<file path="config.mk">
export PLATFORM = sky130hd
export DESIGN_NAME = rggen_apb_register_access_bridge_flat
export DESIGN_NICKNAME = d
export VERILOG_FILES = /design/src/rtl/rggen_apb_register_access_bridge_pkg.sv /design/src/rtl/rggen_apb_register_access_bridge_if.sv /design/src/rtl/rggen_apb_register_access_bridge_timeout.sv /design/src/rtl/rggen_apb_register_access_bridge.sv /design/src/flat_wrapper.sv
export SDC_FILE = /design/constraint.sdc
export NUM_CORES = 1
export LEC_CHECK = 0
export CAP_MARGIN = 20
export CORE_MARGIN = 3
export CORE_UTILIZATION = 38
export CTS_CLUSTER_SIZE = 20
export DETAILED_ROUTE_END_ITERATION = 6
export PLACE_DENSITY = 0.88
export SYNTH_ARGS = -nofsm -noshare
export SYNTH_HDL_FRONTEND = slang
export SYNTH_SLANG_ARGS = --single-unit
export TNS_END_PERCENT = 5
</file>
<file path="constraint.sdc">
create_clock -name i_clk -period 3.8 [get_ports i_clk]
set_input_delay 0.95 -clock i_clk [delete_from_list [all_inputs] [get_ports i_clk]]
set_output_delay 0.95 -clock i_clk [all_outputs]
set_load 0.005 [all_outputs]
</file>
<file path="src/rtl/rggen_apb_register_access_bridge_pkg.sv">
// Shared types and helpers for the APB register access bridge.
package rggen_apb_bridge_pkg;

  typedef enum logic [1:0] {
    IDLE = 2'd0,
    BUSY = 2'd1,
    DONE = 2'd2
  } bridge_state_e;

  // Byte address bits below this position select a byte inside a word.
  localparam int WORD_LSB       = 2;
  localparam int MAX_BUS_WIDTH  = 1024;
  localparam int MAX_STRB_WIDTH = MAX_BUS_WIDTH / 8;

  // Each strobe bit covers one byte lane of the write mask.
  function automatic logic [MAX_BUS_WIDTH-1:0] expand_strobe(
    input logic [MAX_STRB_WIDTH-1:0] strb
  );
    logic [MAX_BUS_WIDTH-1:0] mask;
    mask = '0;
    for (int i = 0; i < MAX_STRB_WIDTH; i++) begin
      mask[8*i +: 8] = {8{strb[i]}};
    end
    return mask;
  endfunction

endpackage

</file>
<file path="src/rtl/rggen_apb_register_access_bridge_if.sv">
// APB completer bus plus the register-side access bus of the bridge.
interface rggen_apb_bridge_if #(
  parameter int ADDRESS_WIDTH  = 8,
  parameter int BUS_WIDTH      = 32,
  parameter int REGISTER_COUNT = 4
);
  import rggen_apb_bridge_pkg::*;

  logic                      i_psel;
  logic                      i_penable;
  logic [ADDRESS_WIDTH-1:0]  i_paddr;
  logic                      i_pwrite;
  logic [BUS_WIDTH-1:0]      i_pwdata;
  logic [BUS_WIDTH/8-1:0]    i_pstrb;
  logic                      o_pready;
  logic [BUS_WIDTH-1:0]      o_prdata;
  logic                      o_pslverr;
  logic                      o_reg_valid;
  logic [REGISTER_COUNT-1:0] o_reg_select;
  logic [BUS_WIDTH-1:0]      o_reg_read_mask;
  logic [BUS_WIDTH-1:0]      o_reg_write_mask;
  logic [BUS_WIDTH-1:0]      o_reg_write_data;
  logic                      i_reg_ready;
  logic [BUS_WIDTH-1:0]      i_reg_read_data;
  logic                      i_reg_status;

  // Host and register array side.
  modport master (
    output i_psel, i_penable, i_paddr, i_pwrite, i_pwdata, i_pstrb,
    input  o_pready, o_prdata, o_pslverr,
    input  o_reg_valid, o_reg_select, o_reg_read_mask, o_reg_write_mask, o_reg_write_data,
    output i_reg_ready, i_reg_read_data, i_reg_status
  );

  // Bridge side.
  modport slave (
    input  i_psel, i_penable, i_paddr, i_pwrite, i_pwdata, i_pstrb,
    output o_pready, o_prdata, o_pslverr,
    output o_reg_valid, o_reg_select, o_reg_read_mask, o_reg_write_mask, o_reg_write_data,
    input  i_reg_ready, i_reg_read_data, i_reg_status
  );

endinterface

</file>
<file path="src/rtl/rggen_apb_register_access_bridge_timeout.sv">
// Counts BUSY cycles without a register-side response and flags expiry.
module rggen_access_timeout_counter #(
  parameter int TIMEOUT_CYCLES = 16
) (
  input  logic i_clk,
  input  logic i_rst,
  input  logic i_enable,
  input  logic i_clear,
  output logic o_expire
);

  localparam int CW = (TIMEOUT_CYCLES > 0) ? $clog2(TIMEOUT_CYCLES + 1) : 1;

  if (TIMEOUT_CYCLES > 0) begin : g_on
    logic [CW-1:0] count;

    // Count waiting cycles; cleared whenever the bridge is not waiting.
    always_ff @(posedge i_clk or posedge i_rst) begin
      if (i_rst)         count <= '0;
      else if (i_clear)  count <= '0;
      else if (i_enable) count <= count + CW'(1);
    end

    // This waiting cycle is the one that makes the count reach the limit.
    assign o_expire = i_enable && (count == CW'(TIMEOUT_CYCLES - 1));
  end else begin : g_off
    logic unused_ports;
    assign unused_ports = ^{i_clk, i_rst, i_enable, i_clear};
    assign o_expire     = 1'b0;
  end

endmodule

</file>
<file path="src/rtl/rggen_apb_register_access_bridge.sv">
// APB4 completer turning each transfer into one register access.
module rggen_apb_register_access_bridge
  import rggen_apb_bridge_pkg::*;
#(
  parameter int ADDRESS_WIDTH     = 8,
  parameter int BUS_WIDTH         = 32,
  parameter int REGISTER_COUNT    = 4,
  parameter int TIMEOUT_CYCLES    = 16,
  parameter int ERROR_ON_UNMAPPED = 1
) (
  input logic               i_clk,
  input logic               i_rst,
  rggen_apb_bridge_if.slave bus
);

  localparam int IDX_W  = ADDRESS_WIDTH - WORD_LSB;
  localparam int STRB_W = BUS_WIDTH / 8;
  localparam logic [1:0] ST_IDLE = IDLE;
  localparam logic [1:0] ST_BUSY = BUSY;
  localparam logic [1:0] ST_DONE = DONE;
  localparam logic [IDX_W:0] REG_COUNT_V = (IDX_W + 1)'(REGISTER_COUNT);

  logic [1:0]                state;
  logic                      is_write;
  logic [IDX_W-1:0]          idx;
  logic                      mapped;
  logic                      setup;
  logic                      access;
  logic [REGISTER_COUNT-1:0] sel_dec;
  logic [MAX_STRB_WIDTH-1:0] strb_ext;
  logic [BUS_WIDTH-1:0]      strb_mask;
  logic                      tmo_en;
  logic                      tmo_clr;
  logic                      tmo_exp;
  logic                      unused_addr_lsb;

  assign idx             = bus.i_paddr[ADDRESS_WIDTH-1:WORD_LSB];
  assign unused_addr_lsb = ^bus.i_paddr[WORD_LSB-1:0];
  assign mapped          = ({1'b0, idx} < REG_COUNT_V);
  assign setup           = bus.i_psel && !bus.i_penable;
  assign access          = bus.i_psel && bus.i_penable;

  // One-hot register select from the word index.
  always_comb begin
    sel_dec = '0;
    for (int i = 0; i < REGISTER_COUNT; i++) begin
      sel_dec[i] = (idx == IDX_W'(i));
    end
  end

  // Byte strobes widened to a per-bit write mask.
  always_comb begin
    strb_ext             = '0;
    strb_ext[STRB_W-1:0] = bus.i_pstrb;
    strb_mask            = BUS_WIDTH'(expand_strobe(strb_ext));
  end

  assign tmo_en  = (state == ST_BUSY) && !bus.i_reg_ready;
  assign tmo_clr = (state != ST_BUSY);

  rggen_access_timeout_counter #(
    .TIMEOUT_CYCLES (TIMEOUT_CYCLES)
  ) u_timeout (
    .i_clk    (i_clk),
    .i_rst    (i_rst),
    .i_enable (tmo_en),
    .i_clear  (tmo_clr),
    .o_expire (tmo_exp)
  );

  // Transfer FSM; all bus and register-side outputs are registered here.
  always_ff @(posedge i_clk or posedge i_rst) begin
    if (i_rst) begin
      state                <= ST_IDLE;
      is_write             <= 1'b0;
      bus.o_pready         <= 1'b0;
      bus.o_prdata         <= '0;
      bus.o_pslverr        <= 1'b0;
      bus.o_reg_valid      <= 1'b0;
      bus.o_reg_select     <= '0;
      bus.o_reg_read_mask  <= '0;
      bus.o_reg_write_mask <= '0;
      bus.o_reg_write_data <= '0;
    end else begin
      case (state)
        ST_IDLE: begin
          if (setup) begin
            is_write <= bus.i_pwrite;
            if (mapped) begin
              state                <= ST_BUSY;
              bus.o_reg_valid      <= 1'b1;
              bus.o_reg_select     <= sel_dec;
              bus.o_reg_read_mask  <= bus.i_pwrite ? '0 : '1;
              bus.o_reg_write_mask <= bus.i_pwrite ? strb_mask : '0;
              bus.o_reg_write_data <= bus.i_pwrite ? bus.i_pwdata : '0;
            end else begin
              // Unmapped: answer directly without touching the register array.
              state         <= ST_DONE;
              bus.o_pready  <= 1'b1;
              bus.o_prdata  <= '0;
              bus.o_pslverr <= (ERROR_ON_UNMAPPED != 0);
            end
          end
        end
        ST_BUSY: begin
          // Ready is checked first so a response in the expiry cycle wins.
          if (bus.i_reg_ready || tmo_exp) begin
            state                <= ST_DONE;
            bus.o_reg_valid      <= 1'b0;
            bus.o_reg_select     <= '0;
            bus.o_reg_read_mask  <= '0;
            bus.o_reg_write_mask <= '0;
            bus.o_reg_write_data <= '0;
            bus.o_pready         <= 1'b1;
            if (bus.i_reg_ready) begin
              bus.o_prdata  <= is_write ? '0 : bus.i_reg_read_data;
              bus.o_pslverr <= bus.i_reg_status;
            end else begin
              bus.o_prdata  <= '0;
              bus.o_pslverr <= 1'b1;
            end
          end
        end
        ST_DONE: begin
          if (access) begin
            state         <= ST_IDLE;
            bus.o_pready  <= 1'b0;
            bus.o_prdata  <= '0;
            bus.o_pslverr <= 1'b0;
          end
        end
        default: state <= ST_IDLE;
      endcase
    end
  end

endmodule

</file>
<file path="src/flat_wrapper.sv">
// flat-port wrapper written by rule: the top's interface ports become plain ports
module rggen_apb_register_access_bridge_flat import rggen_apb_bridge_pkg::*;
#(
  parameter int ADDRESS_WIDTH     = 8,
  parameter int BUS_WIDTH         = 32,
  parameter int REGISTER_COUNT    = 4,
  parameter int TIMEOUT_CYCLES    = 16,
  parameter int ERROR_ON_UNMAPPED = 1
)
  (i_clk, i_rst, bus_i_psel, bus_i_penable, bus_i_paddr, bus_i_pwrite, bus_i_pwdata, bus_i_pstrb, bus_o_pready, bus_o_prdata, bus_o_pslverr, bus_o_reg_valid, bus_o_reg_select, bus_o_reg_read_mask, bus_o_reg_write_mask, bus_o_reg_write_data, bus_i_reg_ready, bus_i_reg_read_data, bus_i_reg_status);
  rggen_apb_bridge_if #(.ADDRESS_WIDTH(ADDRESS_WIDTH), .BUS_WIDTH(BUS_WIDTH), .REGISTER_COUNT(REGISTER_COUNT)) bus_i ();
  input logic i_clk;
  input logic i_rst;
  input wire logic [$bits(bus_i.i_psel)-1:0] bus_i_psel;
  input wire logic [$bits(bus_i.i_penable)-1:0] bus_i_penable;
  input wire logic [$bits(bus_i.i_paddr)-1:0] bus_i_paddr;
  input wire logic [$bits(bus_i.i_pwrite)-1:0] bus_i_pwrite;
  input wire logic [$bits(bus_i.i_pwdata)-1:0] bus_i_pwdata;
  input wire logic [$bits(bus_i.i_pstrb)-1:0] bus_i_pstrb;
  output wire logic [$bits(bus_i.o_pready)-1:0] bus_o_pready;
  output wire logic [$bits(bus_i.o_prdata)-1:0] bus_o_prdata;
  output wire logic [$bits(bus_i.o_pslverr)-1:0] bus_o_pslverr;
  output wire logic [$bits(bus_i.o_reg_valid)-1:0] bus_o_reg_valid;
  output wire logic [$bits(bus_i.o_reg_select)-1:0] bus_o_reg_select;
  output wire logic [$bits(bus_i.o_reg_read_mask)-1:0] bus_o_reg_read_mask;
  output wire logic [$bits(bus_i.o_reg_write_mask)-1:0] bus_o_reg_write_mask;
  output wire logic [$bits(bus_i.o_reg_write_data)-1:0] bus_o_reg_write_data;
  input wire logic [$bits(bus_i.i_reg_ready)-1:0] bus_i_reg_ready;
  input wire logic [$bits(bus_i.i_reg_read_data)-1:0] bus_i_reg_read_data;
  input wire logic [$bits(bus_i.i_reg_status)-1:0] bus_i_reg_status;
  assign bus_i.i_psel = bus_i_psel;
  assign bus_i.i_penable = bus_i_penable;
  assign bus_i.i_paddr = bus_i_paddr;
  assign bus_i.i_pwrite = bus_i_pwrite;
  assign bus_i.i_pwdata = bus_i_pwdata;
  assign bus_i.i_pstrb = bus_i_pstrb;
  assign bus_o_pready = bus_i.o_pready;
  assign bus_o_prdata = bus_i.o_prdata;
  assign bus_o_pslverr = bus_i.o_pslverr;
  assign bus_o_reg_valid = bus_i.o_reg_valid;
  assign bus_o_reg_select = bus_i.o_reg_select;
  assign bus_o_reg_read_mask = bus_i.o_reg_read_mask;
  assign bus_o_reg_write_mask = bus_i.o_reg_write_mask;
  assign bus_o_reg_write_data = bus_i.o_reg_write_data;
  assign bus_i.i_reg_ready = bus_i_reg_ready;
  assign bus_i.i_reg_read_data = bus_i_reg_read_data;
  assign bus_i.i_reg_status = bus_i_reg_status;
  rggen_apb_register_access_bridge #(.ADDRESS_WIDTH(ADDRESS_WIDTH), .BUS_WIDTH(BUS_WIDTH), .REGISTER_COUNT(REGISTER_COUNT), .TIMEOUT_CYCLES(TIMEOUT_CYCLES), .ERROR_ON_UNMAPPED(ERROR_ON_UNMAPPED)) u_core (.i_clk(i_clk), .i_rst(i_rst), .bus(bus_i));
endmodule
</file>
# Word-level counts from Yosys, hierarchy flattened
# Index checks and enable logic that the tools add are counted.
# word_totals
inputBits	83
register_bits	143
out_inout_bits	135
mem_bits_ro	0
wordCells	84
latch_bits	0
mem_count	0
ramBits	0
# op_classes
n_shift	0
n_addsub	1
n_eq_ne	12
reduce_logical	16
mux	43
n_lt_le_gt_ge	1
div_mod_pow	0
bitwise	0
n_mul	0
# ops
cell	n
$mux 32	16
$pmux 32 s2	3
$pmux 32 s3	1
$eq 6x2->1 const B	2
$mux 4	3
$mux 5	2
$mux 1	9
$mux 2	4
$ne 2x1->1 const B	4
$pmux 4 s2	1
$eq 6x1->1 const B	1
$logic_not 6->1	1
$lt 6x3->1 const B	1
$pmux 1 s3	2
$pmux 2 s3	1
$add 5x1->5 const B	1
$eq 5x4->1 const B	1
$reduce_and 5->1	1
$logic_and 1x1->1	4
$ne 2x2->1 const B	2
$reduce_and 4->1	1
$reduce_bool 2->1	2
$reduce_and 3->1	1
$reduce_bool 3->1	1
other kinds (7)	8

# Depth between registers and ports, before layout
# Gate-level depths: netlist (run 1).
# depth
ltp_word	6
depth_mapped	8
ltp_nobuf	7

# Cells and area by module
# From an unflattened synthesis (run 1), not the netlist that was laid out.
# unflattened
cells_unflattened	368
hier_area_um2	3906.2
# by_module_without_submodules
mod	instances	seq_area_each_um2	cells_per_inst	area_per_inst_um2
rggen_apb_register_access_bridge	1	1976.9	343	3617.2
rggen_access_timeout_counter	1	125.1	25	289.0

# Worst setup path after synthesis (run 1)
# OpenSTA, ideal clock, no wires.
# synth_timing
path_type	input -> register
startpoint	input port bus_i_reg_ready
endpoint	register u_core.bus.o_reg_select[1]
arrival_ns	1.994
setup_ns	0.121
required_ns	3.679
stages	5
slack_ns	1.685
path_buffers	1
cell_sequence	buf_2 -> o21a_1 -> o311ai_1 -> nor2_1 -> a22o_1
# synth_via
elab_chain_cells	6
# synth_lines
item	line_no	text
start, declared	flat_wrapper.sv:28	input wire logic [$bits(bus_i.i_reg_ready)-1:0] bus_i_reg_ready;
$logic_not 1->1	rggen_apb_register_access_bridge.sv:58	assign tmo_en = (state == ST_BUSY) && !bus.i_reg_ready;
$logic_and 1x1->1	rggen_apb_register_access_bridge.sv:58	
$logic_and 1x1->1	rggen_apb_register_access_bridge_timeout.sv:25	assign o_expire = i_enable && (count == CW'(TIMEOUT_CYCLES - 1));
$logic_or 1x1->1 (*)	rggen_apb_register_access_bridge.sv:107	if (bus.i_reg_ready || tmo_exp) begin
$ne 2x2->1 (no line) (*)	n/a	
$reduce_and 4->1 (no line) (*)	n/a	
end signal, assigned	rggen_apb_register_access_bridge.sv:92	bus.o_reg_select <= sel_dec;
end, declared	rggen_apb_register_access_bridge_if.sv:39	output o_reg_valid, o_reg_select, o_reg_read_mask, o_reg_write_mask, o_reg_write_data,
# Mark *: on every way between the ends. The rest lies on a longest branch, timed or not.
# A chain may end at the register's enable or synchronous reset.

==> run metrics, run 1 <==
commonest cells in the synthesized netlist=dfrtp_1 (84), buf_4 (62), a22o_1 (44); Least-Margin Pin Slew=0.8144 ns; Worst Hold Path EP=u_core.bus.o_reg_valid; post-cts sizing count=0; Worst Path Max Fanout=33; RSZ-0062 raised after global routing=false; Layout area overhead=53.12%; worst-case reg-to-reg path depth=8; final core utilization=60.90%; # nets final=roughly 520; fill count=713; Die W=around 110 um; Sink Count=84; hold path cells=2; drt first pass iters=4; top cells by area, synth=dfrtp_1 (56%), buf_4 (12%), a22o_1 (10%), a22o_2 (6.7%), buf_12 (2.1%); Pwr Density=467.1 nW/um2; TritonCTS clock tree=built; number of flops mapped to enable cells by yosys=0; Setup crit end kind=primary output; initial antenna violation count=1; worst hold start=u_core.bus.o_reg_valid; Hold Path Class=flop to flop; Detail Placement HPWL=7.491 mm; Post-Synthesis Cells=286; ys flop type=dfrtp_1; largest net degree at the start of global routing=45; Syn Nets=371; clk root buf=clkbuf_8; Setup violations, final=0; die footprint=approximately 11000 um2; flops & latches, synth=84; Cell Area, Synth=3745 um2; Worst Clk Skew=0.01270 ns; DRT iter0 DRCs=136; Top Ports=approximately 220; Non-Filler Instances=573; DR WL/cell=17.40 um; Buf/Inv on CP=1; vias=2763; drt drc=0; Slew headroom=45.71%; Synth Warn #=0; drt total wl=9.973 mm; Crit path required time=roughly 2.9 ns; Max Cap Viol=0; Setup TNS Final=0 ns; Synth area leader=dfrtp_1; VDD IR max=211.8 uV; GRT Total Usage=17.93%; delay of the slowest critical-path stage=between 0.8 and 0.9 ns; endpoints failing hold=0; Core Region=9415 um2; CP startpoint kind=flop; Final Critical Period=2.815 ns; register area share after synthesis=a little under three fifths; FP Rows=35; placed insts=556; Leak Pwr=around 2.5 nW; syn avg cell area=13.09 um2; CP delay by family, top=flip-flops; Final ANT Viol Nets=0; RePlAce Congestion=about 0.73; vias in the first global route=around 3000; H-Tree Depth=3; global-route wire length before repair=about 16 mm; Vias/cell=4.822; part of the cycle the worst path needs=74.08%; top-count cell post-synth=dfrtp_1; Yosys top cell area share=roughly 56%; Worst R2R Start=u_core.u_timeout.g_on.count[0]; Setup Buffers After CTS=0; Crit Path Category=flop to primary output; hold slack=0.4884 ns; CP cell instances=clkdlybuf4s50_1; slowest cell on the critical path=dfrtp_1; Async SR Flop Fraction=100.0%; Initial Util=approximately two fifths; Buffers on Ports=~220; Hold-fix buffers, CTS=0; r2r endpoint=u_core.bus.o_reg_select[0]; Reg clk slew, reported paths=0.08 ns; Max Slew Vio Count=0; reg2reg setup slack=roughly 1.3 ns; Die Span Y=105.3 um; fraction of layout cells with a size suffix above 1=12.42%; CTS buffer count=9; synth unique cells=38; Tot Pwr=2.679 mW; total gr overflow=0; Crit path arrival time=1.86 ns; worst-skew pair later-pin latency=roughly 0.34 ns; Achievable Freq=355.2 MHz; outcome=complete, no violations; CTS Buffer Depth=2
==> placed cells by master, fill, tap and decap left out, drive strengths merged, types with 3 or more instances in the layout <==
cell type / count
inv: 5
a22o: 69
nor2: 8
nand2: 9
dfrtp: 84
clkbuf: 11
buf: 3
o21ai: 3
clkdlybuf4s50: 215
==> layer usage <==
metal / global-route usage (%) / vias to the layer above / share of wire, %
li1: - / 1279 / -
met1: 21.94 / 1327 / 41
met2: 30.60 / 147 / 49
met3: 5.144 / 10 / 8.5
met4: 5.530 / 0 / 1.3
met5: 0 / - / 0
==> state kept, by name, indices dropped and copies added (netlist names), 2 cells and up <==
name	cells
u_core.bus.o_prdata	32
u_core.bus.o_reg_write_mask	4
u_core.bus.o_reg_select	4
u_core.bus.o_reg_write_data	32
u_core.u_timeout.g_on.count	5
u_core.state	2
==> metrics by stage <==
step,instance area (um2),setup WS (ns)
global route,5732,0.8022
detailed placement,5514,0.6346
floorplan,3745,0.6849
CTS,5732,0.9315
finish,5734,0.9851
global placement,5514,0.7348
==> cells by family after synthesis <==
group	Yosys count	synth area share [%]
compound gates	85	20.31
flops	84	56.13
buf+inv	80	16.27
simple gates	30	5.346
xor+xnor	3	0.7018
mux	2	0.5680
fa+ha+maj	2	0.6681
==> worst max-delay path by stage <==
stage | from | slack [ns] | depth (start not counted) | endpoint
detailed placement | bus_i_reg_ready | 0.63 | 5 | u_core.bus.o_prdata[20]
floorplan | i_rst | 0.68 | 1 | u_core.bus.o_prdata[0]
global placement | bus_i_reg_ready | 0.73 | 5 | u_core.bus.o_prdata[30]
CTS | u_core.bus.o_reg_read_mask[30] | 0.93 | 1 | bus_o_reg_read_mask[5]
global route | u_core.bus.o_reg_read_mask[30] | 0.80 | 1 | bus_o_reg_read_mask[11]
finish | u_core.bus.o_reg_read_mask[30] | 0.99 | 1 | bus_o_reg_read_mask[5]
==> power breakdown <==
part	total, mW	switching [mW]	internal, mW
combinational	0.900	0.266	0.634
sequential	1.10	0.113	0.989
clock	0.676	0.327	0.349
total	2.68	0.706	1.97
==> cell type report <==
cell class | count | area [um2] | area share, %
well taps | 129 | 161.4 | 2.815
clock inverters | 5 | 66.31 | 1.156
multi-input cells | 122 | 1051 | 18.33
repair buffers | 218 | 2187 | 38.14
clock buffers | 11 | 151.4 | 2.640
inverters | 3 | 12.51 | 0.2182
diodes | 1 | 2.502 | 0.04364
flip-flops and latches | 84 | 2102 | 36.66
No activity file was read; power rests on OpenSTA's default activity.
==> inputs of run 2 (changes only) <==
==> constraint.sdc (replaced) <==
create_clock -name i_clk -period 2.7 [get_ports i_clk]
set_input_delay 0.675 -clock i_clk [delete_from_list [all_inputs] [get_ports i_clk]]
set_output_delay 0.675 -clock i_clk [all_outputs]
set_load 0.005 [all_outputs]
==> run 2 against run 1 <==
  * Via count is 0.80% higher
  * Global-route usage is 0.69 points lower
  * Clock skew is 0.0022 ns lower
  * Clock power is 35% higher
  * Non-clock buffer count is 6 higher
  * Count of clock-buffer cells in the layout is 2 lower
  * Final cell count is 0.87% higher
  * Worst setup slack worse by 0.62 ns
  * Critical endpoint is now u_core.bus.o_reg_select[1]
  * Largest cell class unchanged
  * Highest routed layer unchanged
==> run metrics, run 2 (synthesized netlist as in run 1, its figures left out) <==
Reg clk slew, reported paths=0.09 ns (about the same); Die Span Y=105.3 um (unchanged); Comb pwr share=35.9% (+2.3 points); Vias/cell=4.818 (about the same); GRT Total Usage=17.24% (-0.69 points); TritonCTS clock tree=built; Slew headroom=51.24% (+5.5 points); fraction of layout cells with a size suffix above 1=13.59% (+1.2 points); Setup Buffers After CTS=0 (unchanged); Leak Pwr=2.496 nW (+1.1%); internal power=2.752 mW (+40%); VDD IR max=343.2 uV (+62%); clock group share of total power=24.3% (-1.0 points); DR WL/cell=16.77 um (-3.6%); Crit Path Category=flop to flop; placed insts=562 (+1.1%); CTS Buffer Depth=2 (unchanged); Die W=105.3 um (unchanged); total gr overflow=0 (unchanged); Hold-fix buffers, CTS=0 (unchanged); Top Ports=218 (unchanged); global-route wire length before repair=15.31 mm (-4.0%); most frequent cells in the layout=clkdlybuf4s50_1 (215), dfrtp_1 (84), a22o_1 (44), a22o_2 (25); clk root buf=clkbuf_8; Pwr Density=649.0 nW/um2 (+39%); Setup crit end kind=flop; hold slack=0.4915 ns (+0.003111 ns); Worst Path Max Fanout=5 (-85%); DRT iter0 DRCs=111 (-18%); Hold Path Class=flop to flop; Antenna diodes=0 (-1); CP startpoint kind=flop; sequential fraction of design power=39.8% (-1.4 points); Crit path required time=2.93 ns (+0.08 ns); vias=2785 (+0.80%); CTS buffer count=9 (unchanged); endpoints failing hold=0 (unchanged); post-cts sizing count=0 (unchanged); Setup TNS Final=0 ns (unchanged); Detail Placement HPWL=7.313 mm (-2.4%); worst-skew pair later-pin latency=0.34 ns (about the same); vias in the first global route=2871 (-2.8%); largest net degree at the start of global routing=45 (unchanged); Buffers on Ports=215 (unchanged); Max Cap Viol=0 (unchanged); Final ANT Viol Nets=0 (unchanged); Crit path arrival time=2.56 ns (+0.70 ns); FP Rows=35 (unchanged); Setup violations, final=0 (unchanged); Worst Clk Skew=0.01045 ns (-0.002241 ns); switch share=26.76% (+0.40 points); outcome=complete, no violations; Initial Util=39.77% (unchanged); Tot Pwr=3.758 mW (+40%); initial antenna violation count=0 (-1); Least-Margin Pin Slew=0.7200 ns (-0.09438 ns); most common cell after layout, fill and taps aside=clkdlybuf4s50_1; Layout area overhead=54.63%; Core Region=9415 um2 (unchanged); H-Tree Depth=3 (unchanged); Sink Count=84 (unchanged); Achievable Freq=428.6 MHz; drt total wl=9.693 mm (-2.8%); Max Slew Vio Count=0 (unchanged); drt first pass iters=4 (unchanged); drt drc=0 (unchanged); part of the cycle the worst path needs=just under 90%; RePlAce Congestion=0.7503 (+3.3%); Non-Filler Instances=578 (+0.87%); final core utilization=61.50% (+0.60 points); die footprint=11080 um2 (unchanged); Final Critical Period=2.333 ns; NetSw=1.006 mW (+42%); biggest regs=u_core.bus.o_prdata x32, u_core.bus.o_reg_write_data x32, u_core.u_timeout.g_on.count x5; # nets final=529 (+1.1%); RSZ-0062 raised after global routing=false
run 2: cell count changes in the layout (fill, tap and decap cells not counted):
| cell | previous run | this run |
|---|---|---|
| clkbuf_8 | 11 | 9 |
| inv_8 | 1 | 0 |
| clkinv_2 | 1 | 0 |
| diode_2 | 1 | 0 |
| buf_4 | 2 | 6 |
| inv_6 | 2 | 4 |
| clkinvlp_4 | 1 | 3 |
| buf_12 | 1 | 3 |
run 2: cell type report:
cell class	instances	area, um2
repair buffers	224	2257
inverters	3	15.01
fillers	719	3625
well taps	129	161.4
flip-flops and latches	84	2102
clock inverters	7	80.08
clock buffers	9	123.9
multi-input cells	122	1051
run 2: worst paths after layout:
path	depth (start not counted)	slack [ns]	endpoint	start
hold / removal	2	0.49	u_core.bus.o_reg_valid	u_core.bus.o_reg_valid
setup reg to reg	7	0.37	u_core.bus.o_reg_select[1]	u_core.u_timeout.g_on.count[0]
setup / recovery	7	0.37	u_core.bus.o_reg_select[1]	u_core.u_timeout.g_on.count[0]
hold reg to reg	2	0.49	u_core.bus.o_reg_valid	u_core.bus.o_reg_valid
min in group asynchronous	2	0.68	u_core.bus.o_reg_write_data[24]	i_rst
max in group asynchronous	3	1.39	u_core.bus.o_reg_write_data[0]	i_rst
run 2: power by group through the flow:
stage | clock network, mW | logic (mW) | registers (mW)
after detailed placement | 0 | 1.38 | 1.52
after CTS | 0.951 | 1.38 | 1.50
after global placement | 0 | 1.34 | 1.51
final | 0.912 | 1.35 | 1.50
after global routing | 0.986 | 1.44 | 1.52
after floorplan | 0 | 0.698 | 1.55
run 2: per-layer routing:
layer	global-route usage [%]	wire length (um)	vias to the layer above
li1	-	-	1291
met1	22.15	4068	1336
met2	28.28	4771	146
met3	4.776	711	12
met4	5.436	142	0
met5	0	0	-
run 2: critical path, stage by stage (launching register included):
cell and delay [ns]:
dfrtp_1 0.42, ha_1 0.23, and3_1 0.19, ha_1 0.19
o21a_1 0.24, o311ai_1 0.63, nor2_1 0.11, a22o_1 0.21
run 2: stage by stage:
stage | worst slack, ns | cell area (um2)
after floorplan | 0.7738 | 3749
after global placement | 0.2220 | 5587
after detailed placement | 0.1648 | 5587
after CTS | 0.3017 | 5791
after global routing | 0.06409 | 5791
final | 0.3670 | 5791
